===== config.mk =====
export PLATFORM = sky130hd
export DESIGN_NAME = cpu_ctrl_fsm
export DESIGN_NICKNAME = d
export VERILOG_FILES = /design/src/rtl/cpu_ctrl_fsm.sv
export SDC_FILE = /design/constraint.sdc
export NUM_CORES = 1
export LEC_CHECK = 0
export ABC_AREA = 1
export CORE_ASPECT_RATIO = 1.1
export CORE_MARGIN = 5
export CORE_UTILIZATION = 46
export CTS_CLUSTER_SIZE = 30
export DETAILED_ROUTE_END_ITERATION = 10
export PLACE_DENSITY = 0.87
export SLEW_MARGIN = 20
export SYNTH_ARGS = -nofsm -noshare
export SYNTH_HDL_FRONTEND = slang
export SYNTH_SLANG_ARGS = --single-unit

===== constraint.sdc =====
create_clock -name clk -period 1.9 [get_ports clk]
set_input_delay 0.57 -clock clk [delete_from_list [all_inputs] [get_ports clk]]
set_output_delay 0.57 -clock clk [all_outputs]
set_load 0.03 [all_outputs]

===== src/rtl/cpu_ctrl_fsm.sv =====
// -----------------------------------------------------------------------------
// cpu_ctrl_fsm
//
// Multi-cycle fetch/decode/execute controller for a small accumulator CPU.
// It sits directly upstream of the ALU. It fetches instruction bytes from ROM
// and holds the instruction register (ir) and the address register (ar). It
// drives every PC / ROM / RAM / accumulator control strobe for the datapath.
//
// Instruction timing, counted from FETCH to the next FETCH:
//   one-byte instructions      : FETCH LATCH DECODE EXEC WB                  (5)
//   two-byte instructions      : FETCH LATCH DECODE OPND_F OPND_L EXEC WB    (7)
//   JMP                        : FETCH LATCH DECODE OPND_F OPND_L            (5)
//   HLT                        : FETCH LATCH DECODE EXEC, then HALT until rst
//
// Ports:
//   clk       in   system clock, all state on the rising edge
//   rst       in   synchronous, active-high reset
//   instr     in   ROM read data, valid in the cycle after rom_rd
//   op        out  ALU opcode, the upper nibble of ir
//   imm       out  ALU immediate, the lower nibble of ir
//   ar        out  address register (RAM address; ROM address when addr_sel=1)
//   addr_sel  out  ROM address mux: 0 = PC, 1 = ar
//   rom_rd    out  ROM read strobe
//   ram_rd    out  RAM read strobe
//   ram_wr    out  RAM write strobe (write data is the accumulator)
//   pc_inc    out  PC += 1
//   pc_load   out  PC <= ar (the datapath muxes instr onto the PC load path)
//   acc_load  out  accumulator <= alu_out
//   dr_load   out  external data register <= RAM data
//   im_int    out  one-cycle ALU temp-register strobe
//   halted    out  high while in the HALT state
//   illegal   out  sticky flag, set when an undefined opcode is decoded
// -----------------------------------------------------------------------------
module cpu_ctrl_fsm #(
    parameter int DATA_W = 8
) (
    input  logic              clk,
    input  logic              rst,
    input  logic [DATA_W-1:0] instr,
    output logic [3:0]        op,
    output logic [3:0]        imm,
    output logic [DATA_W-1:0] ar,
    output logic              addr_sel,
    output logic              rom_rd,
    output logic              ram_rd,
    output logic              ram_wr,
    output logic              pc_inc,
    output logic              pc_load,
    output logic              acc_load,
    output logic              dr_load,
    output logic              im_int,
    output logic              halted,
    output logic              illegal
);

    typedef enum logic [2:0] {
        ST_FETCH  = 3'd0,
        ST_LATCH  = 3'd1,
        ST_DECODE = 3'd2,
        ST_OPND_F = 3'd3,
        ST_OPND_L = 3'd4,
        ST_EXEC   = 3'd5,
        ST_WB     = 3'd6,
        ST_HALT   = 3'd7
    } state_t;

    localparam logic [3:0] OP_NOP = 4'h0;
    localparam logic [3:0] OP_LDO = 4'h1;
    localparam logic [3:0] OP_LDA = 4'h2;
    localparam logic [3:0] OP_STO = 4'h3;
    localparam logic [3:0] OP_PRE = 4'h4;
    localparam logic [3:0] OP_ADD = 4'h5;
    localparam logic [3:0] OP_LDM = 4'h6;
    localparam logic [3:0] OP_ADN = 4'h7;
    localparam logic [3:0] OP_INC = 4'h8;
    localparam logic [3:0] OP_DEC = 4'h9;
    localparam logic [3:0] OP_JMP = 4'hA;
    localparam logic [3:0] OP_CLR = 4'hB;
    localparam logic [3:0] OP_HLT = 4'hF;

    // Instructions followed by an address byte.
    function automatic logic is_two_byte(input logic [3:0] opc);
        logic res;
        case (opc)
            OP_LDO, OP_LDA, OP_STO, OP_PRE,
            OP_ADD, OP_LDM, OP_JMP: res = 1'b1;
            default:                res = 1'b0;
        endcase
        return res;
    endfunction

    // Opcodes C, D and E have no meaning; they execute as NOP.
    function automatic logic is_undefined(input logic [3:0] opc);
        logic res;
        case (opc)
            4'hC, 4'hD, 4'hE: res = 1'b1;
            default:          res = 1'b0;
        endcase
        return res;
    endfunction

    // Instructions whose result lands in the accumulator during WB.
    function automatic logic writes_acc(input logic [3:0] opc);
        logic res;
        case (opc)
            OP_LDO, OP_LDA, OP_ADD, OP_ADN,
            OP_INC, OP_DEC, OP_CLR: res = 1'b1;
            default:                res = 1'b0;
        endcase
        return res;
    endfunction

    // Instructions whose RAM operand lands in the external data register.
    function automatic logic writes_dr(input logic [3:0] opc);
        logic res;
        case (opc)
            OP_PRE, OP_LDM: res = 1'b1;
            default:        res = 1'b0;
        endcase
        return res;
    endfunction

    state_t            state_q,   state_d;
    logic [DATA_W-1:0] ir_q,      ir_d;
    logic [DATA_W-1:0] ar_q,      ar_d;
    logic              illegal_q, illegal_d;

    logic [3:0] opc_s;

    logic addr_sel_s;
    logic rom_rd_s;
    logic ram_rd_s;
    logic ram_wr_s;
    logic pc_inc_s;
    logic pc_load_s;
    logic acc_load_s;
    logic dr_load_s;
    logic im_int_s;

    assign opc_s = ir_q[DATA_W-1 -: 4];

    // State, instruction, address and illegal-flag registers with synchronous reset.
    always_ff @(posedge clk) begin
        if (rst) begin
            state_q   <= ST_FETCH;
            ir_q      <= {DATA_W{1'b0}};
            ar_q      <= {DATA_W{1'b0}};
            illegal_q <= 1'b0;
        end else begin
            state_q   <= state_d;
            ir_q      <= ir_d;
            ar_q      <= ar_d;
            illegal_q <= illegal_d;
        end
    end

    // Next-state logic and register updates.
    always_comb begin
        state_d   = state_q;
        ir_d      = ir_q;
        ar_d      = ar_q;
        illegal_d = illegal_q;
        case (state_q)
            ST_FETCH: begin
                state_d = ST_LATCH;
            end
            ST_LATCH: begin
                ir_d    = instr;
                state_d = ST_DECODE;
            end
            ST_DECODE: begin
                if (is_two_byte(opc_s)) begin
                    state_d = ST_OPND_F;
                end else begin
                    state_d = ST_EXEC;
                end
                if (is_undefined(opc_s)) begin
                    illegal_d = 1'b1;
                end else begin
                    illegal_d = illegal_q;
                end
            end
            ST_OPND_F: begin
                state_d = ST_OPND_L;
            end
            ST_OPND_L: begin
                // JMP finishes here: the PC takes the address byte directly,
                // so there is nothing left to execute.
                ar_d = instr;
                if (opc_s == OP_JMP) begin
                    state_d = ST_FETCH;
                end else begin
                    state_d = ST_EXEC;
                end
            end
            ST_EXEC: begin
                if (opc_s == OP_HLT) begin
                    state_d = ST_HALT;
                end else begin
                    state_d = ST_WB;
                end
            end
            ST_WB: begin
                state_d = ST_FETCH;
            end
            ST_HALT: begin
                state_d = ST_HALT;
            end
            default: begin
                state_d = ST_FETCH;
            end
        endcase
    end

    // Moore decode of state plus ir into the datapath strobes.
    always_comb begin
        addr_sel_s = 1'b0;
        rom_rd_s   = 1'b0;
        ram_rd_s   = 1'b0;
        ram_wr_s   = 1'b0;
        pc_inc_s   = 1'b0;
        pc_load_s  = 1'b0;
        acc_load_s = 1'b0;
        dr_load_s  = 1'b0;
        im_int_s   = 1'b0;
        case (state_q)
            ST_FETCH: begin
                rom_rd_s = 1'b1;
            end
            ST_LATCH: begin
                pc_inc_s = 1'b1;
            end
            ST_OPND_F: begin
                rom_rd_s = 1'b1;
            end
            ST_OPND_L: begin
                if (opc_s == OP_JMP) begin
                    pc_load_s = 1'b1;
                end else begin
                    pc_inc_s = 1'b1;
                end
            end
            ST_EXEC: begin
                case (opc_s)
                    OP_LDO: begin
                        rom_rd_s   = 1'b1;
                        addr_sel_s = 1'b1;
                    end
                    OP_LDA, OP_ADD, OP_PRE, OP_LDM: begin
                        ram_rd_s = 1'b1;
                    end
                    OP_STO: begin
                        ram_wr_s = 1'b1;
                    end
                    // CLR strobes the temp register with imm=0, clearing it.
                    OP_ADN, OP_CLR: begin
                        im_int_s = 1'b1;
                    end
                    default: begin
                        im_int_s = 1'b0;
                    end
                endcase
            end
            ST_WB: begin
                if (writes_acc(opc_s)) begin
                    acc_load_s = 1'b1;
                end else if (writes_dr(opc_s)) begin
                    dr_load_s = 1'b1;
                end else begin
                    acc_load_s = 1'b0;
                end
            end
            default: begin
                pc_inc_s = 1'b0;
            end
        endcase
    end

    // Strobes are suppressed while rst is high, so a mid-instruction reset
    // cannot leak a stray access from whatever state was current.
    assign addr_sel = addr_sel_s & ~rst;
    assign rom_rd   = rom_rd_s   & ~rst;
    assign ram_rd   = ram_rd_s   & ~rst;
    assign ram_wr   = ram_wr_s   & ~rst;
    assign pc_inc   = pc_inc_s   & ~rst;
    assign pc_load  = pc_load_s  & ~rst;
    assign acc_load = acc_load_s & ~rst;
    assign dr_load  = dr_load_s  & ~rst;
    assign im_int   = im_int_s   & ~rst;

    assign op      = opc_s;
    assign imm     = ir_q[3:0];
    assign ar      = ar_q;
    assign halted  = (state_q == ST_HALT);
    assign illegal = illegal_q;

endmodule


=== Yosys cells after proc, flatten, opt, wreduce, memory -nomap -nowiden ===
Cells that the tools add are included.

* Bits in read-only memories: 0
* Memories: 0
* Flip-flop bits (word level): 20
* Word-level logic and storage cells: 76
* Latch bits: 0
* Memory bits (writable): 0
* Input bits: 10

* Equal/unequal tests: 22
* Bitwise logic cells: 10
* Shifts and indexed selects: 0
* Multiplexer cells: 31
* Add/sub/neg operators: 0
* $lt $le $gt $ge: 0
* Divide/modulo/power cells: 0
* $mul: 0
* Reductions and logical operators: 9

{| class="wikitable"
|+ Operator list
! cell !! count
|-
| $eq A4 B4 Y1 const B || 8
|-
| $mux W1 || 26
|-
| $pmux W3 S8 || 1
|-
| $eq A4 B3 Y1 const B || 4
|-
| $reduce_or A7 Y1 || 2
|-
| $eq A3 B3 Y1 const B || 4
|-
| $and A1 B1 Y1 || 9
|-
| $eq A4 B2 Y1 const B || 2
|-
| $eq A3 B2 Y1 const B || 2
|-
| $mux W3 || 2
|-
| $reduce_or A2 Y1 || 3
|-
| $eq A4 B1 Y1 const B || 1
|-
| $pmux W1 S2 || 2
|-
| $reduce_or A4 Y1 || 1
|-
| $eq A3 B1 Y1 const B || 1
|-
| $logic_not A3 Y1 || 1
|-
| $reduce_or A3 Y1 || 1
|-
| $reduce_and A2 Y1 || 1
|-
| $not A1 Y1 || 1
|}

=== Longest topological paths before layout ===
Gate-level depths: netlist (run 1).

* Depth after elaboration: 10
* Gate-level depth with buffers: 7
* Mapped depth without buffers: 7

=== Least setup slack after synthesis (run 1) ===
No wires, ideal clock.

* Path type: in2out
* From: input rst
* To: output dr_load
* Data required time: 1.330 ns
* Stages on the path: 2
* Arrival: 1.713 ns
* Slack: -0.383 ns
* Path through: buf_2 nor4_1

* Longest elaborated chain between the ends: 2

{| class="wikitable"
|+ RTL lines
! what !! line !! text
|-
| start: declaration || 38 || <nowiki>input logic rst,</nowiki>
|-
| $not A1 Y1 || 288 || <nowiki>assign dr_load = dr_load_s & ~rst;</nowiki>
|-
| $and A1 B1 Y1 || 288 ||
|-
| end: declaration || 50 || <nowiki>output logic dr_load,</nowiki>
|}

Every way passes these cells.

=== Final worst setup path (run 1) ===
* From: register state_q[1]
* To: output rom_rd

* Longest elaborated chain between the ends: 4

{| class="wikitable"
|+ RTL lines
! what !! line !! text
|-
| start: declaration || 123 || <nowiki>state_t state_q, state_d;</nowiki>
|-
| start signal: assignment || 150 || <nowiki>state_q <= state_d;</nowiki>
|-
| $eq A3 B2 Y1 / $logic_not A3 Y1 (equally long branches) || 226 || <nowiki>case (state_q)</nowiki>
|-
| $reduce_or A2 Y1 (no line) || -- ||
|-
| $pmux W1 S2 * || 226 ||
|-
| $and A1 B1 Y1 * || 282 || <nowiki>assign rom_rd = rom_rd_s & ~rst;</nowiki>
|-
| end: declaration || 44 || <nowiki>output logic rom_rd,</nowiki>
|}

Every way passes the cells marked *; elsewhere a longest branch is shown, timed or not.

==> results of run 1 <==
through the flow:
| stage | util [%] | setup TNS (ns) | area [sq um] | power, mW | instances |
|---|---|---|---|---|---|
| finish | 82.0 | -0.358 | 1660 | 2.64 | 215 |
| global placement | 69.3 | -2.22 | 1400 | 2.02 | 199 |
| floorplan | - | -0.185 | 1020 | 1.61 | 133 |
| CTS | 77.8 | -0.415 | 1570 | 2.52 | 209 |
| global route | 82.0 | -1.02 | 1660 | 2.83 | 215 |
| detailed placement | 69.3 | -2.36 | 1400 | 2.06 | 199 |
critical path, stage by stage (launching register included):
cell     delay [ns]
dfxtp_4        0.39
inv_4          0.07
nand2_4        0.06
nor2_4         0.15
nand4_4        0.13
o21ai_2        0.16
buf_6          0.15
synth_stat cells:
cell type and instances:
inv_4 2, a31oi_1 1, nand4_2 1, nor4_1 1
nand2_1 14, a21oi_1 12, nand2_2 2, a21oi_2 1
buf_2 2, nor3_2 1, nand2_4 1, nor2_1 27
o211ai_1 2, nor2_2 1, buf_8 1, nor4_2 1
nand3_1 3, o21ai_0 17, nor3_1 2, nand3_4 1
nand4_1 2, o21ai_2 2, nand3_2 1, dfxtp_1 20
inv_1 12, nor2_4 1, inv_2 2
cell type report:
cell class	instances	share of cell area (%)
Multi-Input combinational cell	94	36.2
Timing Repair Buffer	53	28.6
Sequential cell	20	25.4
Inverter	16	4.53
Tap cell	28	2.11
Clock inverter	1	1.81
Clock buffer	3	1.36
repair_timing:
item / 4_1_cts / 5_1_grt
pin swaps: 4 / 4
gates resized for setup: 54 / 14
hold buffers: 0 / 0
endpoints found under the setup margin: 26 / 9
buffers inserted: 6 / 6
hold endpoints to repair: 0 / 0
flip-flops by register name, indices dropped and copies added, names as in the netlist:
name	count
ar	8
ir_q	8
state_q	3
illegal	1
layer usage:
layer | GRT usage, % | up-vias | part of all wire [%]
li1 | - | 552 | -
met1 | 23.4 | 506 | 41
met2 | 37.2 | 43 | 51
met3 | 5.32 | 8 | 5.9
met4 | 9.96 | 0 | 2.3
met5 | 0 | - | 0
power by group through the flow:
stage	clock network, mW	registers (mW)	logic (mW)
global route	0.380	0.801	1.65
finish	0.346	0.778	1.52
detailed placement	0	0.727	1.33
global placement	0	0.722	1.30
CTS	0.356	0.763	1.40
floorplan	0	0.963	0.652
cell families after synthesis:
group / count (synthesis) / synth area share, %
flops: 20 / 40.7
buf+inv: 19 / 9.15
simple gates: 59 / 30.6
compound gates: 35 / 19.6
path summary, 6_finish.rpt:
check | slack [ns] | start | end
hold / removal | 0.46 | ir_q[0] | ir_q[0]
setup reg to reg | 0.65 | state_q[1] | ir_q[2]
setup / recovery | -0.09 | state_q[1] | rom_rd
hold reg to reg | 0.46 | ir_q[0] | ir_q[0]
==> metrics.md, run 1 <==
| Metric | Value |
|---|---|
| Final setup vio count | 7 |
| Initial Util | 48.7% |
| Hold Crit Depth | 2 |
| Syn_area_per_cell | 7.40 sq um |
| Register area share after synthesis | 40.7% |
| CTS sink cnt | 20 |
| Max-cap violations | 0 |
| Worst Setup Path Type | flip-flop to output pin |
| DP HPWL | 2020 um |
| Final #Nets | 198 |
| Via count | 1109 |
| Max-slew violation count | 0 |
| CP Launch Type | flip-flop |
| Worst skew pair latency | 0.31 ns |
| H-tree depth | 1 |
| Required time worst endpoint | 1.33 ns |
| CTS root buf | clkbuf_4 |
| Die area | 3170 sq um |
| N_diodes | 0 |
| Gr ovfl total | 0 |
| Drt total wl | 2940 um |
| CTS buffer count | 3 |
| Tot GR Track Use | 21.2% |
| Maximum VDD drop | 0.00114 V |
| Avg Vias per Cell | 5.16 |
| Status | finished, violations left |
| Mapped Cells | 133 |
| Synth warn | 0 |
| Worst-margin pin slew | 0.323 ns |
| CP max FO | 4 |
| Library cells used by synthesis | 27 |
| Synthesized area | 985 sq um |
| Clock slew seen by the registers of the worst setup and hold paths | 0.12 ns |
| Layout cells sized above 1 | 39.0% |
| Worst hold margin | 0.460 ns |
| Area of the core | 2020 sq um |
| Synth area leaders | dfxtp_1 (41%), nor2_1 (10%), o21ai_0 (8.6%) |
| Yosys reg bits | 20 |
| Sw frac | 47.8% |
| Vias in the first global route | 1122 |
| Failing checks | negative setup slack |
| Sequential power share | 29.4% |
| Routability cong. | 0.871 |
| Antenna viol nets, final | 0 |
| Pre-CTS setup slack | -0.336 ns |
| Std-Cell Rows | 17 |
| Post-synth net total | 143 |
| Initial antenna violation count | 0 |
| Worst reg2reg path depth | 7 |
| Area occupied by multi-input gates | 599 sq um |
| Final Skew | 0.00841 ns |
| First-pass detailed-route iteration total | 4 |
| Fmax | 0.503 GHz |
| Layout overhead on the synthesized area | 68.4% |
| Most common cell after layout, fill and taps aside | nor2_1 |
| Hold Crit Class | flip-flop to flip-flop |
| Post-synth top area cell | dfxtp_1 |
| Clk pwr share | 13.1% |
| RSZ-0062 raised after global routing | true |
| First-pass GRT wire length | 4940 um |
| Longest Clk Path Bufs | 2 |
| DR iter-0 viols | 14 |
| Cell leakage power | 0.751 nW |
| Worst setup margin | -0.0871 ns |
| Most frequent cells in the layout | nor2_1 (23), o21ai_0 (17), dlygate4sd2_1 (17), buf_4 (17), dfxtp_1 (13) |
| Relative slew margins | 78.5% |
| Largest net degree at the start of global routing | 17 |
| Minimum clock period | 1.99 ns |
| CTS tree | done |
| Fill count | 132 |
| Chip height | 58.5 um |
| Combinational share of power | 57.5% |
| Tcrit/Tclk final | 105% |
| Avg WL per Cell | 13.7 um |
| IO Pins | 37 |
| Seq. cell area | 422 sq um |
| Internal power | 1.38 mW |
| Critical Path End Type | output pin |
| Final Hold Viols | 0 |
| Port Buffers | 36 |
| DRC Markers | 0 |
| Net switching power | 1.27 mW |
| WP data arrival | 1.42 ns |
| Die X-Extent | 54.1 um |
| Pwr dens | 1600 nW/um^2 |
| Yosys top cell area share | 40.7% |
Note: power is estimated with default switching activity, not from simulation.
==> inputs of run 2 (changes only) <==
--- a/config.mk
+++ b/config.mk
@@ -7,7 +7,7 @@
 export LEC_CHECK = 0
 export ABC_AREA = 1
 export CORE_ASPECT_RATIO = 1.1
-export CORE_MARGIN = 5
+export CORE_MARGIN = 2
 export CORE_UTILIZATION = 46
 export CTS_CLUSTER_SIZE = 30
 export DETAILED_ROUTE_END_ITERATION = 10
==> run 2 against run 1 <==
The run still ends with negative setup slack left; first-iteration DRC count increased by 14%; sequential power about the same; non-clock buffer count unchanged; critical path depth unchanged; register-to-register slack improved by 0.02 ns; core utilization decreased by 0.19 points; wire length decreased by 5.0%; flip-flop and latch count unchanged; total power decreased by 3.6%; count of clock-buffer cells in the layout increased by 1; combinational power about the same; clock skew decreased by 0.0038 ns; critical endpoint unchanged; highest routed layer unchanged.
==> metrics.md, run 2 (synthesis gave the netlist of run 1 again) <==
| Metric | Value |
|---|---|
| Status | finished, violations left (unchanged) |
| Failing checks | negative setup slack (unchanged) |
| Final Skew | 0.00466 ns (was 0.00841 ns) |
| Std-Cell Rows | 17 (unchanged) |
| Initial antenna violation count | 0 (unchanged) |
| Cell leakage power | 0.807 nW (was 0.751 nW) |
| DR iter-0 viols | 16 (was 14) |
| Fmax | 0.514 GHz (was 0.503 GHz) |
| Hold Crit Class | flip-flop to flip-flop (unchanged) |
| IO Pins | 37 (unchanged) |
| Pwr dens | 1540 nW/um^2 (was 1600 nW/um^2) |
| Largest net degree at the start of global routing | 17 (unchanged) |
| DRC Markers | 0 (unchanged) |
| Max-cap violations | 0 (unchanged) |
| CP Launch Type | flip-flop (unchanged) |
| N_diodes | 0 (unchanged) |
| Most frequent cells in the layout | nor2_1 (22), buf_4 (20), o21ai_0 (16) (was nor2_1 (23), o21ai_0 (17), dlygate4sd2_1 (17), buf_4 (17), dfxtp_1 (13)) |
| CTS tree | done (unchanged) |
| Avg Vias per Cell | 5.18 (was 5.16) |
| Worst skew pair latency | 0.30 ns (was 0.31 ns) |
| Required time worst endpoint | 1.33 ns (about the same) |
| Die area | 2530 sq um (was 3170 sq um) |
| Internal power | 1.31 mW (was 1.38 mW) |
| Drt total wl | 2800 um (was 2940 um) |
| Gr ovfl total | 0 (unchanged) |
| Worst-margin pin slew | 0.350 ns (was 0.323 ns) |
| Worst setup margin | -0.0474 ns (was -0.0871 ns) |
| DP HPWL | 1950 um (was 2020 um) |
| Avg WL per Cell | 13.0 um (was 13.7 um) |
| H-tree depth | 1 (unchanged) |
| Area of the core | 2020 sq um (unchanged) |
| WP data arrival | 1.38 ns (was 1.42 ns) |
| Minimum clock period | 1.95 ns (was 1.99 ns) |
| Final #Nets | 198 (unchanged) |
| CTS buffer count | 3 (unchanged) |
| Maximum VDD drop | 0.00108 V (was 0.00114 V) |
| Vias in the first global route | 1051 (was 1122) |
| Tcrit/Tclk final | 102% (was 105%) |
| Combinational share of power | 59.9% (was 57.5%) |
| Chip height | 52.5 um (was 58.5 um) |
| CP max FO | 3 (was 4) |
| Initial Util | 48.7% (unchanged) |
| CTS sink cnt | 20 (unchanged) |
| Most common cell after layout, fill and taps aside | nor2_1 (unchanged) |
| Fill count | 122 (was 132) |
| RSZ-0062 raised after global routing | true (unchanged) |
| Final Cell Area | 1650 sq um (was 1660 sq um) |
| Tot GR Track Use | 25.0% (was 21.2%) |
| Net switching power | 1.24 mW (was 1.27 mW) |
| Routability cong. | 0.942 (was 0.871) |
| Sequential power share | 30.6% (was 29.4%) |
| CTS root buf | clkbuf_4 (unchanged) |
| Clock slew seen by the registers of the worst setup and hold paths | 0.11 ns (was 0.12 ns) |
| Sw frac | 48.8% (was 47.8%) |
| Placed instance area | 1420 sq um (was 1400 sq um) |
| Layout overhead on the synthesized area | 68.0% (was 68.4%) |
| Port Buffers | 36 (unchanged) |
| Relative slew margins | 76.7% (was 78.5%) |
| Final Hold Viols | 0 (unchanged) |
| Final core utilization | 81.9% (was 82.0%) |
| Final setup vio count | 4 (was 7) |
| Critical Path End Type | output pin (unchanged) |
| CTS Hold Bufs | 0 (unchanged) |
| Worst Setup Path Type | flip-flop to output pin (unchanged) |
| Die X-Extent | 48.1 um (was 54.1 um) |
| Antenna viol nets, final | 0 (unchanged) |
| Clk pwr share | 9.4% (was 13.1%) |
| Layout cells sized above 1 | 39.0% (unchanged) |
| First-pass detailed-route iteration total | 4 (unchanged) |
| Via count | 1114 (was 1109) |
| Max-slew violation count | 0 (unchanged) |
| First-pass GRT wire length | 4480 um (was 4940 um) |
| Longest Clk Path Bufs | 2 (unchanged) |
==> run 2: cell count changes in the layout (fill, tap and decap cells not counted), moves of 2 or more <==
cell            delta
buf_4              +3
buf_6              -3
dlygate4sd2_1      -6
dlymetal6s2s_1     +6
nor2_2             +2
==> run 2: worst max-delay path: stages (launching register included) <==
cell,delay (ns)
dfxtp_4,0.38
inv_4,0.06
nand2_4,0.05
nor2_4,0.14
nand4_4,0.13
o21ai_2,0.17
buf_6,0.15
==> run 2: routing by layer <==
layer	global-route usage (%)	part of all wire, %	up-vias
met3	5.17	4.2	6
li1	-	-	551
met4	10.4	2.3	0
met5	0	0	-
met2	42.0	53	43
met1	29.8	40	514
==> run 2: per-stage QoR <==
step | hold slack, ns | setup slack [ns] | power (mW) | setup TNS (ns) | cells
finish | 0.448 | -0.0474 | 2.55 | -0.101 | 215
global route | 0.483 | -0.127 | 2.71 | -0.641 | 215
CTS | 0.451 | -0.0976 | 2.46 | -0.407 | 212
detailed placement | 0.437 | -0.332 | 2.07 | -2.38 | 201
global placement | 0.434 | -0.304 | 2.03 | -2.22 | 201
floorplan | 0.549 | -0.0579 | 1.61 | -0.185 | 133
==> run 2: final cells by class <==
type | count | area, sq um | share of cell area [%]
Multi-Input combinational cell | 94 | 601 | 36.3
Timing Repair Buffer | 53 | 485 | 29.3
Clock buffer | 4 | 36.3 | 2.19
Sequential cell | 20 | 424 | 25.6
Tap cell | 28 | 35.0 | 2.12
Inverter | 16 | 72.6 | 4.39
==> run 2: repair_timing <==
item	4_1_cts	5_1_grt
resized for setup	45	21
setup buffers	7	3
setup endpoints to repair	20	15
pin swaps	6	4
==> run 2: worst paths after layout <==
| kind | from | endpoint | slack (ns) | depth (start not counted) |
|---|---|---|---|---|
| min reg2reg | ir_q[1] | ir_q[1] | 0.45 | 2 |
| min | ir_q[1] | ir_q[1] | 0.45 | 2 |
| max | state_q[1] | rom_rd | -0.05 | 6 |
| max reg2reg | state_q[2] | state_q[2] | 0.67 | 5 |
==> run 2: power groups by stage <==
stage	logic, mW	registers [mW]	clock network (mW)
floorplan	0.652	0.963	0
global placement	1.31	0.719	0
detailed placement	1.34	0.728	0
CTS	1.44	0.772	0.251
global route	1.64	0.802	0.264
finish	1.53	0.781	0.241
==> inputs of run 3 (changes only) <==
--- a/config.mk
+++ b/config.mk
@@ -7,11 +7,10 @@
 export LEC_CHECK = 0
 export ABC_AREA = 1
 export CORE_ASPECT_RATIO = 1.1
-export CORE_MARGIN = 2
-export CORE_UTILIZATION = 46
+export CORE_UTILIZATION = 40
 export CTS_CLUSTER_SIZE = 30
 export DETAILED_ROUTE_END_ITERATION = 10
-export PLACE_DENSITY = 0.87
+export PLACE_DENSITY = 0.78
 export SLEW_MARGIN = 20
 export SYNTH_ARGS = -nofsm -noshare
 export SYNTH_HDL_FRONTEND = slang
==> run 3 against run 2 <==
Cell count up 0.47%; global-route usage fell by 4.7 points; largest power group unchanged; the run still ends with negative setup slack left; via count fell by 4.3%; flip-flop and latch count did not move; register-to-register slack better by 0.06 ns; total power up 0.46%; count of clock-buffer cells in the layout did not move.
==> metrics.md, run 3 (synthesis gave the netlist of run 1 again) <==
| Metric | Value |
|---|---|
| Clock slew seen by the registers of the worst setup and hold paths | 0.12 ns (was 0.11 ns) |
| Std-Cell Rows | 18 (was 17) |
| Status | finished, violations left (unchanged) |
| Max-cap violations | 0 (unchanged) |
| Tcrit/Tclk final | 108% (was 102%) |
| Setup TNS | -0.367 ns (was -0.101 ns) |
| Critical Path End Type | output pin (unchanged) |
| Most common cell after layout, fill and taps aside | nor2_1 (unchanged) |
| Final Skew | 0.00601 ns (was 0.00466 ns) |
| Cell Count, Final, Fillers Out | 216 (was 215) |
| CTS root buf | clkbuf_4 (unchanged) |
| Fmax | 0.487 GHz (was 0.514 GHz) |
| Final setup vio count | 6 (was 4) |
| Die X-Extent | 49.3 um (was 48.1 um) |
| Minimum clock period | 2.06 ns (was 1.95 ns) |
| Layout overhead on the synthesized area | 68.0% (unchanged) |
| Inst Count DP | 203 (was 201) |
| Worst skew pair latency | 0.31 ns (was 0.30 ns) |
| Tot GR Track Use | 20.3% (was 25.0%) |
| Most frequent cells in the layout | nor2_1 (22), o21ai_0 (16), buf_4 (16) (was nor2_1 (22), buf_4 (20), o21ai_0 (16)) |
| CTS sink cnt | 20 (unchanged) |
| CP Launch Type | flip-flop (unchanged) |
| Hold Crit Class | flip-flop to flip-flop (unchanged) |
| Critical R2R Launch | state_q[1] (was state_q[2]) |
| First-pass GRT wire length | 4030 um (was 4480 um) |
| Worst hold margin | 0.452 ns (was 0.448 ns) |
| Port Buffers | 36 (unchanged) |
| Area of the core | 2300 sq um (was 2020 sq um) |
| Failing checks | negative setup slack (unchanged) |
| Avg WL per Cell | 12.1 um (was 13.0 um) |
| R2R Setup Slk | 0.73 ns (was 0.67 ns) |
| Relative slew margins | 78.8% (was 76.7%) |
| Die area | 2660 sq um (was 2530 sq um) |
| Gr ovfl total | 0 (unchanged) |
| DP HPWL | 1880 um (was 1950 um) |
| N_diodes | 0 (unchanged) |
| Via count | 1066 (was 1114) |
| Hold_sp | ir_q[2] (was ir_q[1]) |
| First-pass detailed-route iteration total | 4 (unchanged) |
| Final #Nets | 197 (was 198) |
| CTS Hold Bufs | 0 (unchanged) |
| Final Hold Viols | 0 (unchanged) |
| Antenna viol nets, final | 0 (unchanged) |
| Worst setup endpoint | im_int (was rom_rd) |
| Required time worst endpoint | 1.33 ns (about the same) |
| Initial Util | 42.9% (was 48.7%) |
| Worst Setup Path Type | flip-flop to output pin (unchanged) |
| Worst setup margin | -0.155 ns (was -0.0474 ns) |
| Fill count | 191 (was 122) |
| H-tree depth | 1 (unchanged) |
| Avg Vias per Cell | 4.94 (was 5.18) |
| Initial antenna violation count | 0 (unchanged) |
| Pwr dens | 1550 nW/um^2 (was 1540 nW/um^2) |
| Worst-margin pin slew | 0.318 ns (was 0.350 ns) |
| Power Total | 2.56 mW (was 2.55 mW) |
| DRC Markers | 0 (unchanged) |
| WP data arrival | 1.49 ns (was 1.38 ns) |
| DR iter-0 viols | 15 (was 16) |
| Vias in the first global route | 940 (was 1051) |
| RSZ-0062 raised after global routing | true (unchanged) |
| Drt total wl | 2600 um (was 2800 um) |
| CTS buffer count | 3 (unchanged) |
| IO Pins | 37 (unchanged) |
| Maximum VDD drop | 0.000906 V (was 0.00108 V) |
| Largest net degree at the start of global routing | 17 (unchanged) |
| Cell leakage power | 0.770 nW (was 0.807 nW) |
| CTS tree | done (unchanged) |
| Routability cong. | 0.896 (was 0.942) |
| Longest Clk Path Bufs | 2 (unchanged) |
| Max-slew violation count | 0 (unchanged) |
| CP max FO | 3 (unchanged) |
| Chip height | 54.0 um (was 52.5 um) |
| Worst reg2reg path depth | 6 (was 5) |
| Layout cells sized above 1 | 39.2% (was 39.0%) |
| Reg2reg end | ir_q[7] (was state_q[2]) |
| CP startpoint | state_q[1] (unchanged) |
run 3: critical path: stages (launching register included):
cell     delay (ns)
dfxtp_4        0.38
inv_4          0.06
nand2_4        0.05
nor2_4         0.13
nand2_2        0.10
nor4_4         0.30
buf_6          0.17
run 3: routing by layer:
layer | up-vias | share of wire, % | track usage, %
met2 | 37 | 49 | 34.0
met4 | 0 | 1.1 | 10.8
li1 | 549 | - | -
met5 | - | 0 | 0
met3 | 3 | 6.0 | 4.80
met1 | 477 | 44 | 24.4
run 3: how the worst min path moves through the flow:
stage,endpoint,depth (start not counted),slack [ns]
3_3_place_gp,ir_q[0],2,0.43
4_1_cts,ir_q[1],2,0.46
3_5_place_dp,ir_q[1],2,0.44
2_1_floorplan,state_q[1],2,0.55
5_1_grt,ir_q[1],2,0.47
6_report,ir_q[2],2,0.45
run 3: layout make-up:
cell class	count	area (sq um)	share of cell area (%)
multi-input combinational	94	599	36.2
clock buffer	4	36.3	2.19
sequential	20	427	25.8
timing repair buffer	52	474	28.7
tap	30	37.5	2.27
inverter	16	80.1	4.84
run 3: per-stage QoR:
| stage | area (sq um) | setup slack (ns) | util [%] |
|---|---|---|---|
| 2_1_floorplan | 1020 | -0.0579 | - |
| 3_3_place_gp | 1420 | -0.340 | 61.7 |
| 3_5_place_dp | 1420 | -0.357 | 61.7 |
| 4_1_cts | 1480 | -0.159 | 64.5 |
| 5_1_grt | 1650 | -0.250 | 72.0 |
| 6_report | 1650 | -0.155 | 72.0 |
run 3: where the power goes:
group / total (mW) / leakage (nW) / switching (mW) / internal [mW]
Sequential: 0.778 / 0.168 / 0.167 / 0.611
Combinational: 1.53 / 0.580 / 0.957 / 0.574
Clock: 0.251 / 0.0210 / 0.134 / 0.117
Total: 2.56 / 0.770 / 1.26 / 1.30
run 3: repair_timing:
item / CTS / global route
endpoints found under the hold margin: 0 / 0
resized for setup: 42 / 32
endpoints found under the setup margin: 24 / 11
pin swaps: 1 / 6
buffers inserted: 0 / 9
